## config.mk

```make
export PLATFORM = sky130hd
export DESIGN_NAME = kmp_prefix_builder
export DESIGN_NICKNAME = d
export VERILOG_FILES = /design/src/rtl/kmp_pkg.sv /design/src/rtl/kmp_prefix_table.sv /design/src/rtl/kmp_prefix_builder.sv
export SDC_FILE = /design/constraint.sdc
export NUM_CORES = 1
export LEC_CHECK = 0
export CAP_MARGIN = 10
export CORE_ASPECT_RATIO = 0.7
export CORE_MARGIN = 2
export CORE_UTILIZATION = 56
export DETAILED_ROUTE_END_ITERATION = 8
export PLACE_DENSITY = 0.76
export SYNTH_ARGS = -nofsm -noshare
export SYNTH_HDL_FRONTEND = slang
export SYNTH_SLANG_ARGS = --single-unit
```

## constraint.sdc

```tcl
create_clock -name clk -period 2.3 [get_ports clk]
set_input_delay 0.69 -clock clk [delete_from_list [all_inputs] [get_ports clk]]
set_output_delay 0.69 -clock clk [all_outputs]
set_load 0.03 [all_outputs]
```

## src/rtl/kmp_pkg.sv

```systemverilog
// Shared KMP definitions: default geometry and the prefix-builder state encoding,
// used by both the prefix builder and the matcher.
package kmp_pkg;

  localparam int PAT_LEN_DEF = 5;
  localparam int DATA_W_DEF  = 8;
  localparam int ADDR_W_DEF  = 3;

  typedef enum logic [2:0] {
    S_IDLE = 3'd0,
    S_RD_Q = 3'd1,
    S_RD_K = 3'd2,
    S_CMP  = 3'd3,
    S_NEXT = 3'd4,
    S_DONE = 3'd5
  } kmp_state_t;

endpackage

```

## src/rtl/kmp_prefix_table.sv

```systemverilog
// Prefix-function storage: one write port, two combinational read ports
// (builder fallback and matcher lookup). Addresses at or beyond PAT_LEN read as 0.
module kmp_prefix_table #(
  parameter int PAT_LEN = 5,
  parameter int ADDR_W  = 3
) (
  input  logic              clk,
  input  logic              rst,
  input  logic              wr_en,
  input  logic [ADDR_W-1:0] wr_addr,
  input  logic [ADDR_W-1:0] wr_data,
  input  logic [ADDR_W-1:0] rd_a_addr,
  output logic [ADDR_W-1:0] rd_a_data,
  input  logic [ADDR_W-1:0] rd_b_addr,
  output logic [ADDR_W-1:0] rd_b_data
);

  logic [ADDR_W-1:0] mem [PAT_LEN];

  always_ff @(posedge clk or posedge rst) begin
    if (rst) begin
      for (int i = 0; i < PAT_LEN; i++) mem[i] <= '0;
    end else if (wr_en && (32'(wr_addr) < PAT_LEN)) begin
      mem[wr_addr] <= wr_data;
    end
  end

  always_comb begin
    rd_a_data = '0;
    rd_b_data = '0;
    if (32'(rd_a_addr) < PAT_LEN) rd_a_data = mem[rd_a_addr];
    if (32'(rd_b_addr) < PAT_LEN) rd_b_data = mem[rd_b_addr];
  end

endmodule

```

## src/rtl/kmp_prefix_builder.sv

```systemverilog
// Builds the KMP prefix table pi[] for a pattern read from a synchronous ROM.
// Optional KMP_PREFIX_CYCLES_EN adds a `cycles` port with the last build's edge count.
module kmp_prefix_builder
  import kmp_pkg::*;
#(
  parameter int PAT_LEN = PAT_LEN_DEF,
  parameter int DATA_W  = DATA_W_DEF,
  parameter int ADDR_W  = ADDR_W_DEF
) (
  input  logic              clk,
  input  logic              rst,
  input  logic              start,
  output logic [ADDR_W-1:0] pat_addr,
  input  logic [DATA_W-1:0] pat_data,
  output logic              busy,
  output logic              done,
  output logic              tbl_valid,
  input  logic [ADDR_W-1:0] tbl_addr,
  output logic [ADDR_W-1:0] tbl_data
`ifdef KMP_PREFIX_CYCLES_EN
  ,
  output logic [7:0]        cycles
`endif
);

  localparam logic [2:0] ST_IDLE = 3'(S_IDLE);
  localparam logic [2:0] ST_RD_Q = 3'(S_RD_Q);
  localparam logic [2:0] ST_RD_K = 3'(S_RD_K);
  localparam logic [2:0] ST_CMP  = 3'(S_CMP);
  localparam logic [2:0] ST_NEXT = 3'(S_NEXT);
  localparam logic [2:0] ST_DONE = 3'(S_DONE);

  localparam logic [ADDR_W-1:0] Q_LAST = ADDR_W'(PAT_LEN - 1);
  localparam logic [ADDR_W-1:0] ONE    = ADDR_W'(1);

  logic [2:0]        state;
  logic [ADDR_W-1:0] q, k;
  logic [DATA_W-1:0] pq;
  logic              pq_load;
  logic              match;
  logic              wr_en;
  logic [ADDR_W-1:0] wr_addr, wr_data;
  logic [ADDR_W-1:0] fb_data;

  assign match = (pat_data == pq);
  assign busy  = (state != ST_IDLE);
  assign done  = (state == ST_DONE);

  always_comb begin
    pat_addr = '0;
    wr_en    = 1'b0;
    wr_addr  = q;
    wr_data  = '0;
    case (state)
      ST_IDLE: if (start) begin
        wr_en   = 1'b1;
        wr_addr = '0;
      end
      ST_RD_Q: pat_addr = q;
      ST_RD_K: pat_addr = k;
      ST_CMP: begin
        if (match) begin
          wr_en   = 1'b1;
          wr_data = k + ONE;
        end else if (k == '0) begin
          wr_en   = 1'b1;
        end
      end
      default: ;
    endcase
  end

  // pq is captured only on the first RD_K of each q; fallback re-reads keep it.
  always_ff @(posedge clk or posedge rst) begin
    if (rst) begin
      state     <= ST_IDLE;
      q         <= ONE;
      k         <= '0;
      pq        <= '0;
      pq_load   <= 1'b0;
      tbl_valid <= 1'b0;
    end else begin
      case (state)
        ST_IDLE: if (start) begin
          q         <= ONE;
          k         <= '0;
          tbl_valid <= 1'b0;
          state     <= ST_RD_Q;
        end
        ST_RD_Q: begin
          pq_load <= 1'b1;
          state   <= ST_RD_K;
        end
        ST_RD_K: begin
          if (pq_load) pq <= pat_data;
          pq_load <= 1'b0;
          state   <= ST_CMP;
        end
        ST_CMP: begin
          if (match) begin
            k     <= k + ONE;
            state <= ST_NEXT;
          end else if (k != '0) begin
            k     <= fb_data;
            state <= ST_RD_K;
          end else begin
            state <= ST_NEXT;
          end
        end
        ST_NEXT: begin
          if (q == Q_LAST) begin
            tbl_valid <= 1'b1;
            state     <= ST_DONE;
          end else begin
            q     <= q + ONE;
            state <= ST_RD_Q;
          end
        end
        ST_DONE: state <= ST_IDLE;
        default: state <= ST_IDLE;
      endcase
    end
  end

  kmp_prefix_table #(
    .PAT_LEN (PAT_LEN),
    .ADDR_W  (ADDR_W)
  ) u_table (
    .clk       (clk),
    .rst       (rst),
    .wr_en     (wr_en),
    .wr_addr   (wr_addr),
    .wr_data   (wr_data),
    .rd_a_addr (k - ONE),
    .rd_a_data (fb_data),
    .rd_b_addr (tbl_addr),
    .rd_b_data (tbl_data)
  );

`ifdef KMP_PREFIX_CYCLES_EN
  logic [7:0] cyc_cnt;

  // cyc_cnt counts edges since acceptance; DONE entry is one edge further.
  always_ff @(posedge clk or posedge rst) begin
    if (rst) begin
      cyc_cnt <= '0;
      cycles  <= '0;
    end else begin
      if (state == ST_IDLE) begin
        if (start) cyc_cnt <= '0;
      end else if (state != ST_DONE) begin
        if (cyc_cnt != 8'hFF) cyc_cnt <= cyc_cnt + 8'd1;
        if (state == ST_NEXT && q == Q_LAST)
          cycles <= (cyc_cnt == 8'hFF) ? 8'hFF : cyc_cnt + 8'd1;
      end
    end
  end
`endif

endmodule
```

==> impl_metrics.toml, run 1 <==
[synth]
yosysUniqueCellTypes = 46
yosys_warnings = 0
synthMuxAreaShare_pct = 17.8
yosysTopAreaCell = "dfrtp_1"
syn_avg_cell_area_sq_um = 10.3
syn_area_sq_um = 2070
syn_nets = 220
syn_inst = 201
synth_xor_area_share_pct = 4.24
synth_edf_count = 0
synth-simple-area-share_pct = 16.1
synth_ff_type = "dfrtp_1"
synthTopCellsByArea = "dfrtp_1 (40%), mux2_2 (12%), mux4_2 (4.4%)"
synthAdderAreaFrac_pct = 3.03
ys_ff_latch = 34
synth_top_family_by_area = "multiplexers"
async_flop_share_pct = 100
post-synth-top-area-fraction_pct = 40.0
ys_seq_area_share_pct = 41.2
synth_compound_area_share_pct = 13.9

[global_routing]
grt_overflow = 0
grt_max_degree = 35
grt_pass1_wl_mm = 8.29
antenna_found_initial = 0
grt.total_usage_pct = 26.5
grt_pass1_vias = 1690

[sta]
rsz0062_at_grt = "no"
min_period_over_period_pct = 98.7
final.min_clock_period_ns = 2.27
setup_tns_ns = 0
worst_slew_pin_slew_ns = 0.604
final-max-slew-violation-count = 0
hold_violations = 0
fmax_mhz = 441
finalClockSkew_ns = 0.00419
max_slew_margin_pct = 59.6
finalSetupViolCount = 0

[route]
drt_wl_total_mm = 5.06
routed_via_density = 6.11
drt_iter0_drc = 131
wl_per_cell_um = 17.6
vias = 1759
drc = 0
postRouteAntennaNets = 0
firstDrtPassIters = 5

[critical_path]
start_kind = "primary input"
ff2ff_path_depth = 7
path_max_fanout = 4
arrival_ns = 1.58
r2r_end = "u_table.mem[8]$_DFFE_PP0P_"
crit_path_end_kind = "output port"
rrSetupSlack_ns = 0.27
critPathSlowestCell = "mux4_2"
crit_type = "in2out"
crit_path_start = "tbl_addr[1]"
cp_slowest_stage_delay_ns = 0.32
worst_ep_required_time_ns = 1.61
rr_startpoint = "k[1]$_DFFE_PP0P_"
path_cells = "clkdlybuf4s15_1, mux4_2, inv_1, o21ai_1, buf_2"

[cts]
clock_path_buffers = 2
clkLatencyLatePin_ns = 0.29
htreeDepth = 2
cts_tree = "done"
cts-root-buf = "clkbuf_8"
clkSinkCount = 34
numCtsBuffers = 5
clkTransAtPathRegs_ns = 0.07
cts_hold_repair.buffers = 0

[die]
die_area_sq_um = 4200
core_area_sq_um = 3540
ioPinCount = 23
fp.dieH_um = 54.8
rows = 18
die_w_um = 76.6
initial_core_util_pct = 58.4

[min_path]
hold_class = "reg2reg"
hold-path-endpoint = "pq_load$_DFFE_PP0P_"
hold_depth = 2
hp-start = "pq_load$_DFFE_PP0P_"

[placed_design]
port_buffers = 22
place_inst = 278
hpwl_mm = 3.63
gp_congestion = 0.982

[cells_and_area]
final_cells = 288
syn2layout_area_growth_pct = 25.0
n_antenna_cell = 0
nNetsFinal = 256
drive_above_1_share_pct = 29.8

[flow_run]
max_cap_violations = 0

[pwr]
p_per_area_nw_per_um2 = 1010
p_total_mw = 2.61
leakage_nw = 1.16
peakVddDrop_uv = 667

[outcome]
status = "finished, final reports clean"
==> cells in the final DEF, fill, tap and decap left out, types with 3 or more instances in the layout <==
cell type and n:
inv_1 8, mux4_2 4, nand2_1 11, nand4_1 3, buf_4 22, mux2_2 20
ha_1 5, clkdlybuf4s50_1 3, a21oi_1 8, nand3_1 8, o21ai_0 10, nor2_1 16
dlymetal6s2s_1 8, or3_1 3, mux2i_1 3, clkbuf_8 8, o21ai_1 3, xnor2_1 10
dfrtp_1 33, a22oi_1 4
==> power breakdown <==
group / switching (mW) / leakage [nW] / internal (mW) / total (mW)
Sequential: 0.130 / 0.446 / 0.742 / 0.872
Combinational: 0.681 / 0.655 / 0.535 / 1.22
Clock: 0.220 / 0.0575 / 0.302 / 0.522
==> cell usage after synthesis (2+ instances only) <==
library cell / instances
dfrtp_1: 33
mux2_2: 22
nor2_1: 16
o21ai_0: 13
nand2_1: 11
inv_1: 10
xnor2_1: 10
a21oi_1: 8
nand3_1: 8
clkbuf_1: 5
ha_1: 5
a22oi_1: 4
buf_2: 4
mux4_2: 4
nor3_1: 4
mux2i_1: 3
nand4_1: 3
nor2b_1: 3
or3_1: 3
a211oi_1: 2
a311oi_1: 2
nor3_2: 2
o211ai_1: 2
o2bb2ai_1: 2
==> state kept, by name, indices dropped and copies added, names as in the netlist <==
name         count
state            3
pq               8
tbl_valid        1
k                3
q                3
u_table.mem     15
pq_load          1
==> per-stage QoR <==
step / area, sq um / worst slack [ns] / hold slack (ns) / utilization, %
after floorplan: 2070 / 0.132 / 0.473 / -
after global placement: 2400 / -0.907 / 0.498 / 68.0
after CTS: 2520 / 0.00435 / 0.534 / 71.2
final: 2580 / 0.0308 / 0.533 / 73.0
after global routing: 2580 / 0.000614 / 0.547 / 73.0
after detailed placement: 2400 / -0.958 / 0.515 / 68.0
==> cell type report <==
cell class	count	area, sq um
Multi-Input combinational cell	148	1180
Fill cell	262	955
Sequential cell	34	852
Timing Repair Buffer	38	343
Clock buffer	8	110
Tap cell	50	62.6
Inverter	10	37.5
==> per-layer routing <==
| metal | GRT usage (%) | wire length (um) | vias up | part of all wire [%] |
|---|---|---|---|---|
| met5 | 0 | 0 | - | 0 |
| met4 | 8.48 | 64 | 0 | 1.3 |
| met3 | 4.95 | 319 | 8 | 6.3 |
| met2 | 48.2 | 2530 | 71 | 50 |
| met1 | 33.1 | 2140 | 879 | 42 |
| li1 | - | - | 801 | - |
==> worst max-delay path by stage <==
stage / end / slack, ns / cells after the start
finish: tbl_data[1] / 0.03 / 5
global route: tbl_data[1] / 0.0006 / 5
CTS: tbl_data[1] / 0.004 / 5
detailed placement: tbl_data[1] / -0.96 / 5
global placement: tbl_data[0] / -0.91 / 5
floorplan: tbl_data[0] / 0.13 / 3
==> worst max-delay path, delay by kind of cell <==
family	cells	cell delay, ns
compound gates	1	0.05
buf+inv	3	0.52
mux	1	0.32
==> cells by family after synthesis <==
group / after synthesis
flip-flops: 34
buffers and inverters: 19
XOR/XNOR: 10
adder cells (fa/ha/maj): 5
AO/OA/AOI/OAI: 43
multiplexers: 29
AND/OR/NAND/NOR: 61
==> repair_timing <==
item / 4_1_cts / 5_1_grt
gates resized for setup: 29 / 18
buffers inserted: 0 / 2
endpoints found under the setup margin: 12 / 19
pin swaps: 1 / 10
(Power assumes the default switching activity.)
==> inputs of run 2 (changes only) <==
ABC_CLOCK_PERIOD_IN_PS = 2300   (was unset)
CTS_CLUSTER_SIZE = 30   (was unset)
SYNTH_HIERARCHICAL = 1   (was unset)
==> impl_metrics.toml, run 2 <==
[global_routing]
grt_pass1_vias = 1836
grt_overflow = 0
antenna_found_initial = 0
grt_pass1_wl_mm = 9.27
grt.total_usage_pct = 27.9
grt_max_degree = 21

[critical_path]
path_cells = "buf_6, buf_6, mux2i_1, or3_4, nand3_2, buf_6"
critPathSlowestCell = "or3_4"
start_kind = "primary input"
crit_type = "in2out"
cp_slowest_stage_delay_ns = 0.34
path_max_fanout = 6
crit_path_end_kind = "output port"
worst_ep_required_time_ns = 1.61
cp_common_cell = "buf_6"
arrival_ns = 1.56

[sta]
finalClockSkew_ns = 0.00662
setup_tns_ns = 0
min_period_over_period_pct = 98.0
final-max-slew-violation-count = 0
hold_violations = 0
worst_slew_pin_slew_ns = 0.584
finalSetupViolCount = 0
max_slew_margin_pct = 61.0
rsz0062_at_grt = "yes"
final.min_clock_period_ns = 2.25
fmax_mhz = 444

[cells_and_area]
multi_input_comb_area_sq_um = 1360
drive_above_1_share_pct = 44.1
nNetsFinal = 279
top_register = "u_table/mem"
largest_register_ffs = 15
sequential_cell_area_sq_um = 853
syn2layout_area_growth_pct = 36.3
final_common_cell = "buf_4"
mostFrequentLayoutCells = "buf_4 (35), dfrtp_1 (32), nand2_1 (18)"
top_regs = "u_table/mem (15), pq (8)"
n_fill_cell = 238
final_util_pct = 80.6
n_antenna_cell = 0

[synth]
synthTopCellsByArea = "dfrtp_1 (39%), mux2_2 (9.1%), mux2_1 (7.5%)"
synth_commonest_cells = "dfrtp_1 (33), nand2_1 (18), mux2_2 (17)"
syn_avg_cell_area_sq_um = 10.4
ys_seq_area_share_pct = 40.5
syn_area_sq_um = 2100
synth_edf_count = 0
post-synth-top-area-fraction_pct = 39.2
synth_ff_type = "dfrtp_1"
yosysTopAreaCell = "dfrtp_1"
yosysUniqueCellTypes = 46
syn_nets = 222
ys_ff_latch = 34
async_flop_share_pct = 100
synth.most_common_cell = "dfrtp_1"
syn_inst = 203
yosys_warnings = 6

[cts]
cts_tree = "done"
htreeDepth = 2
numCtsBuffers = 5
cts-root-buf = "clkbuf_8"
clkSinkCount = 34
clkTransAtPathRegs_ns = 0.06
clock_path_buffers = 2
clkLatencyLatePin_ns = 0.29

[placed_design]
gp_congestion = 0.880
port_buffers = 22
hpwl_mm = 4.07

[pwr]
pwr-share-comb_pct = 52.0
power_switching_mw = 1.21
p_seq_share_pct = 30.3
p_per_area_nw_per_um2 = 1040
peakVddDrop_uv = 764
internal-power_mw = 1.77
p_sw_share_pct = 40.6
leakage_nw = 1.35
pwr-share-clk_pct = 17.8

[route]
drt_wl_total_mm = 5.67
routed_via_density = 5.89
drc = 0
wl_per_cell_um = 18.2
drt_iter0_drc = 111
firstDrtPassIters = 4
vias = 1832
postRouteAntennaNets = 0

[flow_run]
max_cap_violations = 0

[min_path]
hold_class = "reg2reg"

[die]
die_w_um = 77.3
core_area_sq_um = 3560
fp.dieH_um = 55.3
die_area_sq_um = 4270
rows = 18
initial_core_util_pct = 59.1
ioPinCount = 23

[outcome]
status = "finished, final reports clean"
run 2: cell count changes in the layout (fill, tap and decap cells not counted), moves of 5 or more:
cell            before  now
dlymetal6s2s_1       8    0
buf_2                1    6
xor2_2               0    8
nor2_1              16    9
nand2_1             11   18
buf_6                0    9
xnor2_1             10    0
mux2_1               0   10
buf_4               22   35
run 2: final timing paths:
path,depth (start not counted),to,slack (ns),from
setup / recovery,6,tbl_data[0],0.05,tbl_addr[0]
hold / removal,2,tbl_valid$_DFFE_PP0P_,0.48,tbl_valid$_DFFE_PP0P_
setup reg to reg,8,u_table/mem[7]$_DFFE_PP0P_,0.08,pq[7]$_DFFE_PP0P_
hold reg to reg,2,tbl_valid$_DFFE_PP0P_,0.48,tbl_valid$_DFFE_PP0P_
max in group asynchronous,2,u_table/mem[13]$_DFFE_PP0P_,1.10,rst
min in group asynchronous,3,pq[0]$_DFFE_PP0P_,0.78,rst
run 2: what timing repair did:
action                     4_1_cts  5_1_grt
setup buffers                    4        4
resized for setup               67       16
hold buffers                     0        0
setup endpoints to repair       20       20
pin swaps                       12        7
run 2: worst max-delay path: cells and delay by family:
kind / cells / cell delay, ns
multiplexers: 1 / 0.11
AND/OR/NAND/NOR: 2 / 0.41
buffers and inverters: 3 / 0.34
run 2: cell type report:
class                   count  area share, %
flip-flops and latches     34           29.7
inverters                  11           1.44
clock inverters             1           1.05
clock buffers               7           2.66
multi-input cells         152           47.5
repair buffers             56           15.4
well taps                  50           2.18
run 2: kinds of logic (layout without fill, tap and decap cells):
group,count (synthesis),in the layout,synth area share [%]
flip-flops,34,34,40.5
buffers and inverters,17,75,3.63
AO/OA/AOI/OAI,30,30,9.45
AND/OR/NAND/NOR,72,72,20.8
multiplexers,35,35,18.5
XOR/XNOR,10,10,4.16
adder cells (fa/ha/maj),5,5,2.97
run 2: stage by stage:
step	hold WS, ns	setup slack (ns)	instances	power [mW]	instance area, sq um
after floorplan	0.466	-0.0228	203	1.81	2160
after global placement	0.463	-0.796	295	2.16	2590
after global routing	0.506	-0.0106	311	3.14	2870
after detailed placement	0.471	-0.863	295	2.25	2590
after CTS	0.491	-0.0147	307	2.87	2810
final	0.482	0.0467	311	2.98	2870
run 2: metal layers:
layer | wire length (um) | vias up | GRT usage [%]
met1 | 2370 | 886 | 37.6
met5 | 0 | - | 0
li1 | - | 833 | -
met3 | 429 | 16 | 8.33
met4 | 91 | 0 | 7.14
met2 | 2780 | 97 | 44.5
run 2: power by group through the flow:
stage / logic (mW) / registers, mW / clock network, mW
after floorplan: 0.964 / 0.846 / 0
after global placement: 1.29 / 0.868 / 0
after detailed placement: 1.37 / 0.879 / 0
after CTS: 1.44 / 0.886 / 0.536
after global routing: 1.66 / 0.921 / 0.560
final: 1.55 / 0.902 / 0.529
==> inputs of run 3 (changes only) <==
GPL_ROUTABILITY_DRIVEN = 0   (was unset)
==> results of run 3 <==
Final layout, timing and power as in run 2 (identical DEF).
